File: src/rtl/microsequencer_gen2.sv
// Microsequencer: registered uPC with BRANCH / IRD dispatch and an optional micro-call stack.
// Define MICROSEQ_CALL_STACK_EN to build the CALL/RET stack; otherwise CALL and RET act as BRANCH.
module microsequencer_gen2 #(
    parameter int ADDR_W        = 6,
    parameter int STACK_DEPTH   = 4,
    parameter int RESET_VEC     = 18,
    parameter int DISPATCH_BASE = 0
) (
    input  logic              i_CLK,
    input  logic              i_RST_N,
    input  logic              i_STALL,
    input  logic [1:0]        i_SEQ_op,
    input  logic [ADDR_W-1:0] i_j_field,
    input  logic [ADDR_W-1:0] i_ret_field,
    input  logic [2:0]        i_COND_bits,
    input  logic              i_LD_BEN,
    input  logic              i_R_Bit,
    input  logic [6:0]        i_IR_15_9,
    input  logic [2:0]        i_NZP,
    input  logic              i_ACV,
    input  logic              i_PSR_15,
    input  logic              i_INT,
    output logic [ADDR_W-1:0] o_uPC,
    output logic [ADDR_W-1:0] o_AddressNextState,
    output logic [4:0]        o_stack_depth,
    output logic              o_stack_err
);

    localparam logic [ADDR_W-1:0] RESET_ADDR = ADDR_W'(RESET_VEC);
    localparam logic [ADDR_W-1:0] DISP_BASE  = ADDR_W'(DISPATCH_BASE);

    typedef enum logic [1:0] {
        OP_BRANCH = 2'b00,
        OP_IRD    = 2'b01,
        OP_CALL   = 2'b10,
        OP_RET    = 2'b11
    } seq_op_t;

    seq_op_t           op;
    logic              ben;
    logic [ADDR_W-1:0] cond_or;
    logic [ADDR_W-1:0] branch_addr;
    logic [ADDR_W-1:0] ird_addr;

    assign op = seq_op_t'(i_SEQ_op);

    // Each condition select lights exactly one address bit; BEN is the registered copy.
    always_comb begin
        cond_or = '0;
        case (i_COND_bits)
            3'b001:  cond_or[1] = i_R_Bit;
            3'b010:  cond_or[2] = ben;
            3'b011:  cond_or[0] = i_IR_15_9[2];
            3'b100:  cond_or[3] = i_PSR_15;
            3'b101:  cond_or[4] = i_INT;
            3'b110:  cond_or[5] = i_ACV;
            default: cond_or    = '0;
        endcase
    end

    assign branch_addr = i_j_field | cond_or;
    assign ird_addr    = {{(ADDR_W-4){1'b0}}, i_IR_15_9[6:3]} | DISP_BASE;

`ifdef MICROSEQ_CALL_STACK_EN
    localparam int PW = (STACK_DEPTH > 1) ? $clog2(STACK_DEPTH) : 1;

    logic [ADDR_W-1:0] stack [STACK_DEPTH];
    logic [4:0]        depth;
    logic [4:0]        top;
    logic              err;
    logic              push, pop, fault;

    assign top = depth - 5'd1;

    always_comb begin
        o_AddressNextState = branch_addr;
        push  = 1'b0;
        pop   = 1'b0;
        fault = 1'b0;
        case (op)
            OP_IRD: o_AddressNextState = ird_addr;
            OP_CALL: begin
                o_AddressNextState = i_j_field;
                if (depth == 5'(STACK_DEPTH)) fault = 1'b1;
                else                          push  = 1'b1;
            end
            OP_RET: begin
                if (depth == 5'd0) begin
                    o_AddressNextState = RESET_ADDR;
                    fault = 1'b1;
                end else begin
                    o_AddressNextState = stack[top[PW-1:0]];
                    pop = 1'b1;
                end
            end
            default: o_AddressNextState = branch_addr;
        endcase
    end

    always_ff @(posedge i_CLK) begin
        if (!i_RST_N) begin
            depth <= '0;
            err   <= 1'b0;
        end else if (!i_STALL) begin
            if (push)      depth <= depth + 5'd1;
            else if (pop)  depth <= top;
            if (fault)     err   <= 1'b1;
        end
    end

    // Entries need no reset: depth gates every read.
    always_ff @(posedge i_CLK) begin
        if (i_RST_N && !i_STALL && push)
            stack[depth[PW-1:0]] <= i_ret_field;
    end

    assign o_stack_depth = depth;
    assign o_stack_err   = err;
`else
    logic unused_ret;

    assign unused_ret         = ^i_ret_field;
    assign o_AddressNextState = (op == OP_IRD) ? ird_addr : branch_addr;
    assign o_stack_depth      = 5'd0;
    assign o_stack_err        = 1'b0;
`endif

    always_ff @(posedge i_CLK) begin
        if (!i_RST_N) begin
            o_uPC <= RESET_ADDR;
            ben   <= 1'b0;
        end else if (!i_STALL) begin
            o_uPC <= o_AddressNextState;
            if (i_LD_BEN)
                ben <= (i_IR_15_9[2] & i_NZP[2]) | (i_IR_15_9[1] & i_NZP[1]) |
                       (i_IR_15_9[0] & i_NZP[0]);
        end
    end

endmodule

File: config.mk
export PLATFORM = sky130hd
export DESIGN_NAME = microsequencer_gen2
export DESIGN_NICKNAME = d
export VERILOG_FILES = /design/src/rtl/microsequencer_gen2.sv
export SDC_FILE = /design/constraint.sdc
export NUM_CORES = 1
export LEC_CHECK = 0
export CAP_MARGIN = 30
export CORE_MARGIN = 3
export CORE_UTILIZATION = 30
export DETAILED_ROUTE_END_ITERATION = 8
export PLACE_DENSITY_LB_ADDON = 0.12
export SYNTH_ARGS = -nofsm -noshare
export SYNTH_HDL_FRONTEND = slang
export SYNTH_SLANG_ARGS = --single-unit
File: constraint.sdc
create_clock -name i_CLK -period 2.1 [get_ports i_CLK]
set_input_delay 0.42 -clock i_CLK [delete_from_list [all_inputs] [get_ports i_CLK]]
set_output_delay 0.42 -clock i_CLK [all_outputs]
set_load 0.005 [all_outputs]
; ---- Word level (Yosys, flattened, before mapping)
; Cells that the tools add are included.
[totals]
regBits = 7
input_bits = 35
output_inout_bits = 18
[classes]
n_eq_ne = 7
muxes = 7
bitwise_logic = 7
n_reduce_logical = 1
[ops]
columns = operator, n
row1 = == test 3 bit (second input constant), 3
row2 = == test 3 x 2 -> 1 bit (second input constant), 2
row3 = 2-to-1 mux 1 bit, 6
row4 = 2-to-1 mux 6 bit, 1
row5 = OR 6 bit, 1
row6 = bitwise AND 1 bit, 3
row7 = == test 3 x 1 -> 1 bit (second input constant), 1
row8 = == test 2 x 1 -> 1 bit (second input constant), 1
row9 = OR 1 bit, 2
row10 = AND reduction 2 bit, 1
row11 = NOT 1 bit, 1

; ---- Logic depth before layout (Yosys ltp)
; Gate-level depths: netlist of the first run.
[logic_depth]
ltp_word = 4
depth_mapped = 4
ltp_nobuf = 3

; ---- Worst setup path before layout of the first run
; Ideal clock, no wire load.
[synth_path]
path_type = input to output
start = input port i_SEQ_op[0]
end = output port o_AddressNextState[1]
t_arrival_ns = 0.945
required_ns = 1.680
slack_ns = 0.735
path_stages = 3
path_cell_list = nor2b_2 a311oi_1 nor2_1
[synth_via]
elab_chain_cells = 2
[synth_lines]
columns = item, line_no
row1 = start: declaration, 12  ; input logic [1:0] i_SEQ_op,
row2 = == test 2 x 1 -> 1 bit, 123  ; assign o_AddressNextState = (op == OP_IRD) ? ird_addr : branch_addr;
row3 = 2-to-1 mux 6 bit, 123
row4 = end: declaration, 24  ; output logic [ADDR_W-1:0] o_AddressNextState,
; Every way passes these cells.

; ---- Final worst setup path of the first run
[layout_path]
start = input port i_IR_15_9[2]
end = output port o_AddressNextState[0]
[layout_via]
elab_chain_cells = 3
[layout_lines]
columns = item, line_no
row1 = start: declaration, 18  ; input logic [6:0] i_IR_15_9,
row2 = 2-to-1 mux 1 bit, 50  ; case (i_COND_bits)
row3 = OR 6 bit, 61  ; assign branch_addr = i_j_field | cond_or;
row4 = 2-to-1 mux 6 bit, 123
; Every way passes these cells.

==> impl_metrics.env, run 1 <==
export IMPL_grt_pass1_wl_mm=2.346
export IMPL_multi_input_area_sq_um=336.6
export IMPL_clock_sinks=7
export IMPL_ant_nets=0
export IMPL_max_freq_ghz=0.5103
export IMPL_cpPeakStageDelay_ps=420
export IMPL_drt_pre_antenna_iters=4
export IMPL_rows=14
export IMPL_fin_cells=131
export IMPL_layout_commonest_cell="clkdlybuf4s50_1"
export IMPL_cts_htree_levels=1
export IMPL_hold_class="register to register"
export IMPL_ff2ff_path_depth=4
export IMPL_numPlacedInstances=126
export IMPL_root_buffer="clkbuf_4"
export IMPL_globalRouteOverflowTotal=0
export IMPL_postLayoutCellArea_sq_um=1022
export IMPL_synth_avg_cell_area_sq_um=8.282
export IMPL_yosysUniqueCellTypes=25
export IMPL_cp_start_kind="input pin"
export IMPL_ys_seq_area_frac=0.2686
export IMPL_cellPowerDensity_nw_per_um2=421.2
export IMPL_reg2reg_from="ben"
export IMPL_timing_rr_end="o_uPC[2]"
export IMPL_initial_core_util=0.3310
export IMPL_drv_slew=0
export IMPL_ys_warn_count=0
export IMPL_syn_area_sq_um=521.8
export IMPL_setup_viol=0
export IMPL_rsz0062_at_grt="false"
export IMPL_min_period_over_period=0.9331
export IMPL_core_area_sq_um=1577
export IMPL_hold_viol=0
export IMPL_drt_iter0_markers=4
export IMPL_outcome="completed"
export IMPL_worstPathMaxFanout=2
export IMPL_routed_via_count=636
export IMPL_antenna_found_initial=0
export IMPL_clk_pin_slew_ps=50
export IMPL_grt_pass1_vias=593
export IMPL_maxCapViolations=0
export IMPL_routed_wl_mm=1.505
export IMPL_antennaDiodeCount=0
export IMPL_vdd_ir_drop_worst_v=0.0002767
export IMPL_n_fill_cell=154
export IMPL_synthTopCellsByArea="dfxtp_1, buf_4, a2111oi_2, nor2_1, nor3_1"
export IMPL_post_route_min_period_ps=1960
export IMPL_io_buffers=40
export IMPL_synth_largest_area_cell="dfxtp_1"
export IMPL_cp_slowest_cell="clkdlybuf4s50_1"
export IMPL_cts_tree="yes"
export IMPL_grt_max_degree=12
export IMPL_cp_end_kind="output port"
export IMPL_place_ws_ps=-292.3
export IMPL_ys_ff_latch=7
export IMPL_finClkSkew_ps=0.02914
export IMPL_final_nets=151
export IMPL_synthCells=63
export IMPL_worstHoldEndpoint="o_uPC[3]"
export IMPL_ctsLongestPathBuffers=2
export IMPL_dp_hpwl_mm=1.250
export IMPL_chipWidth_microns=47.71
export IMPL_die_area_sq_um=2276
export IMPL_final_util=0.6484
export IMPL_hold_start="o_uPC[3]"
export IMPL_hold_depth=2
export IMPL_synth_top_area_frac=0.2686
export IMPL_crit_path_cell_trace="clkdlybuf4s50_1 > and4b_1 > nor3_1 > nor2_1 > dlygate4sd2_1"
export IMPL_setup_ws_ps=140.4
export IMPL_die_h_microns=47.71
export IMPL_cp_arrival_ps=1540
export IMPL_pin_count=53
export IMPL_crit_type="input pin to output port"
export IMPL_worstPathRequired_ps=1680
export IMPL_gr_usage_all_layers=0.1467
export IMPL_drc=0
export IMPL_wire_per_inst_microns=11.49
export IMPL_p_leak_uw=0.0004517
export IMPL_cts_buffers=3
export IMPL_vias_per_cell=4.855
export IMPL_final_cell_mix="clkdlybuf4s50_1, nor2_1, dlygate4sd2_1, buf_4, dfxtp_1"
export IMPL_syn2layout_area_growth_pct=95.92
export IMPL_gp_congestion=0.7772
export IMPL_seqCellArea_sq_um=140.1
export IMPL_r2r_slack_ps=1010
export IMPL_dpl_cell_area_sq_um=972.2
export IMPL_total_power_uw=430.6
export IMPL_layout_drive_gt1_share=0.2087
export IMPL_clkLatencyLatePin_ps=250
## worst max path at each step
stage | start | endpoint | slack [ps]
6_report | i_IR_15_9[2] | o_AddressNextState[0] | 140
5_1_grt | i_SEQ_op[1] | o_AddressNextState[1] | 90
4_1_cts | i_SEQ_op[0] | o_AddressNextState[1] | 30
3_5_place_dp | i_SEQ_op[0] | o_AddressNextState[1] | -290
3_3_place_gp | i_SEQ_op[0] | o_AddressNextState[1] | -300
2_1_floorplan | i_SEQ_op[0] | o_AddressNextState[1] | 740
## state kept, by name, summed over array words and instances (netlist names)
register / cells
o_uPC: 6
ben: 1
## cells by family (layout without fill, tap and decap cells)
family                 count (synthesis)  in the layout  synth area share
AOI/OAI and AO/OA                     12             12            0.2350
buffers and inverters                 14             61            0.1655
DFF                                    7              7            0.2686
other                                  1              6          0.007187
and+or+nand+nor                       29             29            0.3237
## where the power goes
group	leakage, uW	total, uW	internal [uW]	switching [uW]
Combinational	0.000379	160	103	57.0
Sequential	0.0000582	148	143	4.57
Clock	0.0000150	123	72.5	50.2
Total	0.000452	431	319	112
## synth_stat cells
master	instances
nor4_1	2
o41ai_2	1
a2111oi_2	3
nor2b_2	1
and4b_1	1
conb_1	1
nor4_2	1
nand3_1	1
buf_6	1
nand2_1	2
o21ai_1	1
a31oi_1	1
nor2b_1	2
nor3_1	6
inv_1	6
a21oi_1	1
a311oi_1	1
o311ai_1	2
dfxtp_1	7
a222oi_1	1
nor2_1	10
a41oi_1	1
or2b_1	1
and4bb_1	2
buf_4	7
## metal layers
metal,vias to the layer above,track usage,wire (microns)
met1,275,0.1641,628
met5,-,0,0
met2,31,0.2586,724
li1,328,-,-
met4,0,0.04839,13
met3,2,0.04887,139
## repair_timing
action                                  CTS  global route
endpoints found under the setup margin    6             3
pin swaps                                 2             1
setup buffers                             1             0
hold buffers                              0             0
endpoints found under the hold margin     0             0
gates resized for setup                  16             1
## per-stage QoR
step / hold WS, ps / setup TNS [ps]
after global placement: 461.6 / -1154
after CTS: 475.6 / 0
after detailed placement: 467.4 / -1151
after global routing: 500.7 / 0
after floorplan: 470.3 / 0
final: 472.2 / 0
## critical path: cells and delay by family
family | cells | cell delay (ps)
buffers and inverters | 2 | 680
AND/OR/NAND/NOR | 3 | 440
## final cells by class
cell class                      instances  share of cell area
Inverter                                6             0.02203
Clock buffer                            4             0.02570
Multi-Input combinational cell         47              0.3293
Sequential cell                         7              0.1371
Timing Repair Buffer                   51              0.4663
Tap cell                               16             0.01958
Note: power is estimated with default switching activity, not from simulation.
==> inputs of run 2 (changes only) <==
--- a/config.mk
+++ b/config.mk
@@ -9,6 +9,7 @@
 export CORE_MARGIN = 3
 export CORE_UTILIZATION = 30
 export DETAILED_ROUTE_END_ITERATION = 8
+export GPL_ROUTABILITY_DRIVEN = 0
 export PLACE_DENSITY_LB_ADDON = 0.12
 export SYNTH_ARGS = -nofsm -noshare
 export SYNTH_HDL_FRONTEND = slang
==> results of run 2 <==
Final layout, timing and power as in run 1 (identical DEF).
